File: src/rtl/stopwatch_pkg.sv
// Shared stopwatch definitions: FSM state encoding, default timing constants and the
// registered control-output bundle used by the sequencer.
package stopwatch_pkg;

    typedef enum logic [1:0] {
        IDLE  = 2'd0,
        RUN   = 2'd1,
        PAUSE = 2'd2,
        LAP   = 2'd3
    } sw_state_t;

    // 50 MHz system clock -> 100 Hz centisecond tick, ~5 ms debounce window
    localparam int TICK_DIV_DEF   = 500000;
    localparam int DEB_CYCLES_DEF = 250000;
    localparam int PRE_W_DEF      = 19;
    localparam int DEB_W_DEF      = 18;

    typedef struct packed {
        logic cnt_clr;
        logic disp_freeze;
        logic running;
    } ctrl_t;

    function automatic logic is_counting(input sw_state_t s);
        return (s == RUN) || (s == LAP);
    endfunction

endpackage

File: src/rtl/btn_debounce.sv
// Push-button conditioner: 2-flop synchronizer, stability counter, registered rising-edge pulse.
// Pulse appears DEB_CYCLES+3 edges after first sample; no backpressure, level resets high.
module btn_debounce #(
    parameter int DEB_CYCLES = 250000,
    parameter int DEB_W      = 18
) (
    input  logic clk,
    input  logic rst,
    input  logic btn,
    output logic press
);

    logic             sync0;
    logic             sync1;
    logic             level;
    logic             level_d;
    logic [DEB_W-1:0] cnt;

    always_ff @(posedge clk) begin
        if (rst) begin
            sync0   <= 1'b1;
            sync1   <= 1'b1;
            level   <= 1'b1;
            level_d <= 1'b1;
            cnt     <= '0;
            press   <= 1'b0;
        end else begin
            sync0   <= btn;
            sync1   <= sync0;
            level_d <= level;
            press   <= level & ~level_d;
            // counter starts on the first differing sample, so the level flips on the
            // (DEB_CYCLES+1)th consecutive differing sample
            if (sync1 == level) begin
                cnt <= '0;
            end else if (cnt == DEB_W'(DEB_CYCLES)) begin
                level <= sync1;
                cnt   <= '0;
            end else begin
                cnt <= cnt + 1'b1;
            end
        end
    end

endmodule

File: src/rtl/stopwatch_ctrl.sv
// Stopwatch sequencer: debounced buttons drive IDLE/RUN/PAUSE/LAP FSM and 100 Hz tick prescaler.
// State/controls registered one edge after a press pulse; tick is combinational; no backpressure.
module stopwatch_ctrl
    import stopwatch_pkg::*;
#(
    parameter int TICK_DIV   = TICK_DIV_DEF,
    parameter int DEB_CYCLES = DEB_CYCLES_DEF,
    parameter int PRE_W      = PRE_W_DEF,
    parameter int DEB_W      = DEB_W_DEF
) (
    input  logic       clk,
    input  logic       rst,
    input  logic       start_stop,
    input  logic       lap_reset,
    output logic       tick,
    output logic       cnt_clr,
    output logic       disp_freeze,
    output logic       running,
    output logic [1:0] state
);

    sw_state_t        state_q;
    sw_state_t        state_nxt;
    logic [PRE_W-1:0] pre_q;
    logic [PRE_W-1:0] pre_nxt;
    ctrl_t            ctrl_q;
    ctrl_t            ctrl_nxt;
    logic             ss_pulse;
    logic             lr_pulse;
    logic             pre_wrap;

    btn_debounce #(.DEB_CYCLES(DEB_CYCLES), .DEB_W(DEB_W)) u_deb_ss (
        .clk   (clk),
        .rst   (rst),
        .btn   (start_stop),
        .press (ss_pulse)
    );

    btn_debounce #(.DEB_CYCLES(DEB_CYCLES), .DEB_W(DEB_W)) u_deb_lr (
        .clk   (clk),
        .rst   (rst),
        .btn   (lap_reset),
        .press (lr_pulse)
    );

    always_ff @(posedge clk) begin
        if (rst) begin
            state_q <= IDLE;
            pre_q   <= '0;
            ctrl_q  <= '{cnt_clr: 1'b1, disp_freeze: 1'b0, running: 1'b0};
        end else begin
            state_q <= state_nxt;
            pre_q   <= pre_nxt;
            ctrl_q  <= ctrl_nxt;
        end
    end

    // start/stop has priority: a simultaneous lap/reset press is dropped
    always_comb begin
        state_nxt = state_q;
        case (state_q)
            IDLE:    if (ss_pulse) state_nxt = RUN;
            RUN:     if (ss_pulse) state_nxt = PAUSE;
                     else if (lr_pulse) state_nxt = LAP;
            LAP:     if (ss_pulse) state_nxt = PAUSE;
                     else if (lr_pulse) state_nxt = RUN;
            PAUSE:   if (ss_pulse) state_nxt = RUN;
                     else if (lr_pulse) state_nxt = IDLE;
            default: state_nxt = IDLE;
        endcase
    end

    assign pre_wrap = (pre_q == PRE_W'(TICK_DIV - 1));

    // PAUSE keeps the partial interval so resuming does not lose time
    always_comb begin
        pre_nxt = '0;
        if (is_counting(state_q)) begin
            pre_nxt = pre_wrap ? '0 : pre_q + 1'b1;
        end else if (state_q == PAUSE) begin
            pre_nxt = (state_nxt == IDLE) ? '0 : pre_q;
        end
    end

    always_comb begin
        ctrl_nxt             = '0;
        ctrl_nxt.running     = is_counting(state_nxt);
        ctrl_nxt.disp_freeze = (state_nxt == LAP);
        ctrl_nxt.cnt_clr     = lr_pulse && !ss_pulse &&
                               ((state_q == IDLE) || (state_q == PAUSE));
    end

    assign tick        = is_counting(state_q) && pre_wrap;
    assign cnt_clr     = ctrl_q.cnt_clr;
    assign disp_freeze = ctrl_q.disp_freeze;
    assign running     = ctrl_q.running;
    assign state       = state_q;

endmodule

File: config.mk
export PLATFORM = sky130hd
export DESIGN_NAME = stopwatch_ctrl
export DESIGN_NICKNAME = d
export VERILOG_FILES = /design/src/rtl/stopwatch_pkg.sv /design/src/rtl/btn_debounce.sv /design/src/rtl/stopwatch_ctrl.sv
export SDC_FILE = /design/constraint.sdc
export NUM_CORES = 1
export LEC_CHECK = 0
export BUFFER_PORTS_ARGS = -buffer_cell sky130_fd_sc_hd__clkbuf_2
export CAP_MARGIN = 10
export CORE_AREA = 3 3 83 85
export CTS_CLUSTER_DIAMETER = 50
export DETAILED_ROUTE_END_ITERATION = 6
export DIE_AREA = 0 0 86 88
export PLACE_DENSITY = 0.82
export SETUP_SLACK_MARGIN = 0.5
export SKIP_LAST_GASP = 1
export SLEW_MARGIN = 30
export SYNTH_ARGS = -nofsm -noshare
export SYNTH_HDL_FRONTEND = slang
export SYNTH_HIERARCHICAL = 1
export SYNTH_SLANG_ARGS = --single-unit
File: constraint.sdc
create_clock -name clk -period 2.5 [get_ports clk]
set_input_delay 0.375 -clock clk [delete_from_list [all_inputs] [get_ports clk]]
set_output_delay 0.375 -clock clk [all_outputs]
set_load 0.1 [all_outputs]
==> flow_summary.json, run 1 <==
{
  "status": "completed",
  "ys_ff_latch": 70,
  "peakVddDrop_uv": 486,
  "power.leakage_uw": 0.00128,
  "detailroute.wirelength.met2_um": 3420,
  "core-area_mm2": 0.00628,
  "drv_cap": 0,
  "worstSkewPairLatency_ns": 0.34,
  "area_delta_synth_final_pct": 14.6,
  "grt_util_all_layers_pct": 20.5,
  "r2r_start": "pre_q[0]",
  "grt_pass1_wl_um": 12500,
  "synth_top_family_by_area": "simple AND/OR/NAND/NOR gates",
  "vias": 2851,
  "yosys_warnings": 6,
  "dieHeight_um": 88,
  "slew_headroom_pct": 61.6,
  "worstPathCellList": "ha_4, nand4_1, buf_4, buf_4, buf_4, buf_4, or4_1, o2111ai_1, o311ai_2",
  "synth-simple-area-share_pct": 35.1,
  "drive_gt1_share_pct": 18.8,
  "hold_start": "lap_reset",
  "cpMostUsedCell": "buf_4",
  "synth_compound_area_share_pct": 8.04,
  "drt_pass1_iterations": 4,
  "hp-class": "input port to flop",
  "drt_iter0_markers": 138,
  "netlist.area_leader.share_pct": 41.7,
  "grt_pass1_vias": 2773,
  "clock_path_buffers": 2,
  "cts-root-buf": "clkbuf_8",
  "fmax_mhz": 488,
  "worst-endpoint-required_ns": 2.71,
  "critPathCaptureType": "flop",
  "p_per_area_mw_per_mm2": 524,
  "final_cell_area_mm2": 0.00385,
  "path_buf_inv": 4,
  "critical-path-top-delay-family": "simple AND/OR/NAND/NOR gates",
  "nFillCells": 519,
  "cp-start-kind": "flop",
  "h-tree-depth": 3,
  "yosysSeqAreaShare_pct": 41.7,
  "fp.dieW_um": 86,
  "critPathLaunch": "pre_q[0]",
  "synth_mux_area_share_pct": 0.596,
  "top_layer": "met4",
  "layout.nets": 418,
  "met1_length_um": 3080,
  "cts_buffers": 9,
  "syn_area_mm2": 0.00336,
  "boundaryPins": 10,
  "synthCells": 386,
  "clk_pin_slew_worst_paths_ns": 0.08,
  "synth_fp_nets": 395,
  "final_antenna_net_count": 0,
  "ys_types": 45,
  "portBuffers": 9,
  "fin_crit_ns": 2.05,
  "placed_cells": 462,
  "wl_met3_um": 315,
  "grt_overflow": 0,
  "vias_per_cell": 5.81,
  "period_share_pct": 81.9,
  "setup_violations": 0,
  "fin_cells": 491,
  "wl_per_cell_um": 14.1,
  "yosys.area.top_type": "dfxtp_1",
  "cpPeakStageDelay_ns": 0.56,
  "finalClockSkew_ns": 0.00673,
  "critPathKind": "flop to flop",
  "synth_fa_ha_area_share_pct": 1.86,
  "start_util_pct": 53.5,
  "gp_congestion": 0.882,
  "synth_xor_area_share_pct": 9.39,
  "hold_viol_final": 0,
  "slew_violations": 0,
  "avgSynthCellArea_um2": 8.70,
  "critPathMaxFanout": 2,
  "netlist_top_cells_area": "dfxtp_1 (42%), xnor2_1 (5.7%), nor2_1 (5.5%)",
  "drt-total-wl_um": 6900,
  "dp_hpwl_um": 4490,
  "drc_errors": 0,
  "worst_slew_pin_slew_ns": 0.572,
  "cp.arrival_ns": 2.26,
  "crit_slowest_cell": "or4_1",
  "num_rows": 29,
  "cts_tree": "done",
  "dpl_cell_area_mm2": 0.00348,
  "grt_max_degree": 19,
  "ctsHoldBuffers": 0,
  "antenna_found_initial": 0,
  "die_area_mm2": 0.00757,
  "rsz0062_at_grt": "true",
  "antennaDiodeCount": 0,
  "setup_tns_ns": 0,
  "cts_sinks": 70
}
layer usage:
| metal | track usage [%] | vias up |
|---|---|---|
| met5 | 0 | - |
| li1 | - | 1429 |
| met1 | 24.0 | 1343 |
| met2 | 34.0 | 69 |
| met3 | 6.30 | 10 |
| met4 | 10.2 | 0 |
through the flow:
step | hold slack, ns | total power [uW] | setup WS, ns | utilization, %
after CTS | 0.193 | 2040 | 0.470 | 60.5
after global placement | 0.382 | 1180 | 0.472 | 55.5
after detailed placement | 0.386 | 1180 | 0.430 | 55.5
after global routing | 0.205 | 2090 | 0.355 | 61.3
after floorplan | 0.371 | 1170 | 0.0675 | -
final | 0.215 | 2020 | 0.451 | 61.3
final timing paths:
| kind | to | slack [ns] | cells after the start |
|---|---|---|---|
| min | u_deb_lr/sync0 | 0.22 | 2 |
| max | pre_q[16] | 0.45 | 9 |
| min reg2reg | u_deb_lr/press | 0.39 | 1 |
| max reg2reg | pre_q[16] | 0.45 | 9 |
kinds of logic (layout without fill, tap and decap cells):
| kind of cell | Yosys count | count (layout) |
|---|---|---|
| AND/OR/NAND/NOR | 213 | 213 |
| flip-flops | 70 | 70 |
| AO/OA/AOI/OAI | 37 | 37 |
| XOR/XNOR | 36 | 36 |
| buffers and inverters | 23 | 51 |
| adder cells (fa/ha/maj) | 5 | 5 |
| multiplexers | 2 | 2 |
synthesized netlist by cell type (all sizes together):
cell and number:
nor3 5, o21ba 2, xor2 14, nand3 29, nor4b 4, o31ai 1
nand3b 2, nand4 19, o21ai 14, a21o 1, nand2b 2, o211ai 3
xnor2 22, or4 7, nor3b 2, dfxtp 70, nor2b 4, nand2 35
ha 5, nand4b 3, and4 6, and3 4, nor4 18, and2 7
o311ai 2, or3 10, buf 10, or2 7, a41oi 1, inv 10
a21oi 7, clkbuf 3, o2111ai 5, mux2i 2, nor2 49, a22oi 1
sequential cells by signal, indices dropped and copies added, names as in the netlist, 2 cells and up:
signal and cells:
u_deb_lr/cnt 18, u_deb_ss/cnt 18, state 2, pre_q 19
layout by cell type (no fill, tap or decap), types with 3 or more instances in the layout:
cell type / instances
nand4_1: 15
or3_1: 8
dfxtp_1: 57
nor3_1: 4
nand4_2: 4
o2111ai_1: 5
nor4_1: 16
or4_1: 7
nand4b_1: 3
buf_4: 14
clkbuf_2: 8
inv_1: 10
and4_1: 6
and2_1: 7
or2_2: 6
nor2_1: 49
and3_1: 4
dfxtp_4: 3
nand3_1: 29
dfxtp_2: 10
xnor2_1: 22
o21ai_0: 11
nand2_1: 35
a21oi_1: 7
o211ai_1: 3
clkbuf_8: 12
nor2b_1: 3
ha_1: 4
nor4b_1: 3
xor2_1: 14
power by group:
group | total [uW] | switching (uW) | internal (uW)
clock | 866 | 423 | 443
sequential | 1120 | 3.05 | 1120
combinational | 31.8 | 20.1 | 11.7
total | 2020 | 446 | 1570
repair_timing:
action	in CTS	in global routing
resized for setup	15	4
endpoints found under the setup margin	1	27
buffers inserted	10	3
cloned	0	0
pin swaps	6	4
layout make-up:
type	instances	area (um^2)	share of cell area, %
sequential	70	1430	37.0
multi-input combinational	293	1900	49.3
timing repair buffer	25	200	5.20
clock inverter	4	28.8	0.747
inverter	10	37.5	0.975
tap	77	96.3	2.50
clock buffer	12	165	4.29
(Power assumes the default switching activity.)
==> inputs of run 2 (changes only) <==
--- a/config.mk
+++ b/config.mk
@@ -5,13 +5,14 @@
 export SDC_FILE = /design/constraint.sdc
 export NUM_CORES = 1
 export LEC_CHECK = 0
+export ABC_AREA = 1
 export BUFFER_PORTS_ARGS = -buffer_cell sky130_fd_sc_hd__clkbuf_2
 export CAP_MARGIN = 10
-export CORE_AREA = 3 3 83 85
+export CORE_AREA = 3 3 86 88
 export CTS_CLUSTER_DIAMETER = 50
 export DETAILED_ROUTE_END_ITERATION = 6
-export DIE_AREA = 0 0 86 88
-export PLACE_DENSITY = 0.82
+export DIE_AREA = 0 0 89 91
+export PLACE_DENSITY = 0.83
 export SETUP_SLACK_MARGIN = 0.5
 export SKIP_LAST_GASP = 1
 export SLEW_MARGIN = 30
==> constraint.sdc (replaced) <==
create_clock -name clk -period 1.9 [get_ports clk]
set_input_delay 0.285 -clock clk [delete_from_list [all_inputs] [get_ports clk]]
set_output_delay 0.285 -clock clk [all_outputs]
set_load 0.1 [all_outputs]
==> run 2 against run 1 <==
Critical endpoint is now tick. Largest power group unchanged. Sequential share of layout area decreased by 4.6 points. Via count increased by 17%. Wire length increased by 24%. Register-to-register slack got worse by 0.09 ns. Sequential cell count unchanged.
==> flow_summary.json, run 2 <==
{
  "cts_tree": "done",
  "start_util_pct": 55.0,
  "synth_fp_nets": 508,
  "final_antenna_net_count": 0,
  "worstSkewPairLatency_ns": 0.34,
  "synthCells": 499,
  "layout.nets": 542,
  "placed_cells": 582,
  "netlist.area_leader.share_pct": 37.9,
  "grt_pass1_wl_um": 13100,
  "vias_per_cell": 5.41,
  "synthArstFlopShare_pct": 0,
  "met1_length_um": 3440,
  "largest_register_ff_count": 19,
  "critPathMaxFanout": 6,
  "fin_cells": 617,
  "hold_viol_final": 0,
  "clock_path_buffers": 2,
  "num_rows": 30,
  "status": "completed",
  "cts_buffers": 9,
  "portBuffers": 9,
  "core-area_mm2": 0.00672,
  "grt_pass1_vias": 3123,
  "h-tree-depth": 3,
  "boundaryPins": 10,
  "ys_ff_latch": 70,
  "power.leakage_uw": 0.00154,
  "grt_util_all_layers_pct": 20.2,
  "ys_types": 36,
  "grt_max_degree": 24,
  "period_share_pct": 99.4,
  "seq_area_mm2": 0.00146,
  "pre_cts_slack_ns": 0.322,
  "rsz0062_at_grt": "true",
  "peakVddDrop_uv": 364,
  "cp.arrival_ns": 1.60,
  "critPathKind": "flop to primary output",
  "cts_sinks": 70,
  "antennaDiodeCount": 0,
  "reg_top3": "pre_q x19, u_deb_lr/cnt x18, u_deb_ss/cnt x18",
  "yosys.area.top_type": "dfxtp_1",
  "p_per_area_mw_per_mm2": 600,
  "largest_register": "pre_q",
  "detailroute.wirelength.met2_um": 4520,
  "drt_pass1_iterations": 5,
  "cts-root-buf": "clkbuf_8",
  "synth.most_common_cell": "nand2_1",
  "nFillCells": 507,
  "hp-class": "input port to flop",
  "fp.dieW_um": 89,
  "drive_gt1_share_pct": 34.3,
  "cp-start-kind": "flop",
  "dieHeight_um": 91,
  "critPathCaptureType": "primary output",
  "drt_iter0_markers": 176,
  "yosys_warnings": 6,
  "wl_per_cell_um": 13.8,
  "fmax_mhz": 529,
  "drt-total-wl_um": 8550,
  "netlist_top_cells_area": "dfxtp_1 (38%), nand2_1 (13%), nor2_1 (6.0%)",
  "grt_overflow": 0,
  "avgSynthCellArea_um2": 7.41,
  "antenna_found_initial": 0,
  "vias": 3340,
  "layout_setup_ws_ns": 0.0114,
  "layout_common_cells": "nand2_1 (116), nor2_1 (57), dfxtp_1 (44)",
  "gp_congestion": 0.951,
  "wl_met3_um": 395,
  "top_layer": "met4",
  "layout_commonest_cell": "nand2_1",
  "synth_edf_count": 0,
  "dp_hpwl_um": 5120,
  "finalClockSkew_ns": 0.00810,
  "drc_errors": 0,
  "synthTopCellsByCount": "nand2_1 (124), dfxtp_1 (70), nor2_1 (59), inv_1 (43)",
  "setup_violations": 0,
  "yosys_most_used_dff": "dfxtp_1",
  "fin_crit_ns": 1.89,
  "worst_slew_pin_slew_ns": 0.488,
  "die_area_mm2": 0.00810,
  "slew_violations": 0,
  "yosysSeqAreaShare_pct": 37.9,
  "syn_area_mm2": 0.00370,
  "multi_input_area_mm2": 0.00231,
  "worst-endpoint-required_ns": 1.62,
  "clk_pin_slew_worst_paths_ns": 0.07,
  "area_delta_synth_final_pct": 22.0,
  "slew_headroom_pct": 67.5,
  "drv_cap": 0
}
## run 2: final cells by class
class,count,area share (%)
Clock buffer,13,4.22
Tap cell,80,2.22
Multi-Input combinational cell,377,51.2
Clock inverter,2,0.277
Inverter,46,3.94
Sequential cell,70,32.5
Timing Repair Buffer,29,5.66
## run 2: timing repair
item                                    CTS  global route
pin swaps                                 9             9
hold buffers                              0             0
cloned                                    0             2
endpoints found under the setup margin   26            58
resized for setup                        40            51
buffers inserted                         16             2
## run 2: metrics by stage
step / area, um^2 / TNS [ns] / power [uW] / utilization, % / hold slack (ns)
floorplan: 3730 / 0 / 1540 / - / 0.362
global placement: 3820 / 0 / 1550 / 56.8 / 0.378
detailed placement: 3820 / 0 / 1550 / 56.8 / 0.391
CTS: 4250 / 0 / 2730 / 63.3 / 0.103
global route: 4510 / -0.0788 / 2810 / 67.1 / 0.110
finish: 4510 / 0 / 2700 / 67.1 / 0.121
## run 2: metal layers
layer | global-route usage (%) | vias up
met5 | 0 | -
met4 | 8.93 | 0
met3 | 5.35 | 22
met2 | 34.7 | 89
met1 | 22.9 | 1571
li1 | - | 1658
## run 2: worst max-delay path, cell delays in order, from the launching register on
cell and delay [ns]:
dfxtp_2 0.38, nand2_1 0.12, nor4_2 0.31, nor3b_4 0.26
buf_12 0.20
## run 2: final timing paths
check | from | endpoint | slack (ns) | depth (start not counted)
worst max-delay path | pre_q[16] | tick | 0.01 | 4
worst min-delay path | lap_reset | u_deb_lr/sync0 | 0.12 | 2
worst max register to register | pre_q[1] | pre_q[5] | 0.36 | 8
worst min register to register | u_deb_ss/level_d | u_deb_ss/press | 0.40 | 1
## run 2: power by group
group | internal (uW) | total, uW | switching, uW | leakage [uW]
registers | 1460 | 1460 | 4.74 | 0.000582
clock network | 651 | 1190 | 538 | 0.000103
logic | 14.1 | 53.8 | 39.7 | 0.000851
total | 2120 | 2700 | 583 | 0.00154
## run 2: logic make-up (layout without fill, tap and decap cells)
group | Yosys count | count (layout) | synth area share (%)
DFF | 70 | 70 | 37.9
and+or+nand+nor | 296 | 298 | 39.1
xor gates and xnor gates | 24 | 24 | 5.69
buffers and inverters | 54 | 90 | 7.04
AOI/OAI and AO/OA | 50 | 50 | 8.60
adders and majority gates | 5 | 5 | 1.69
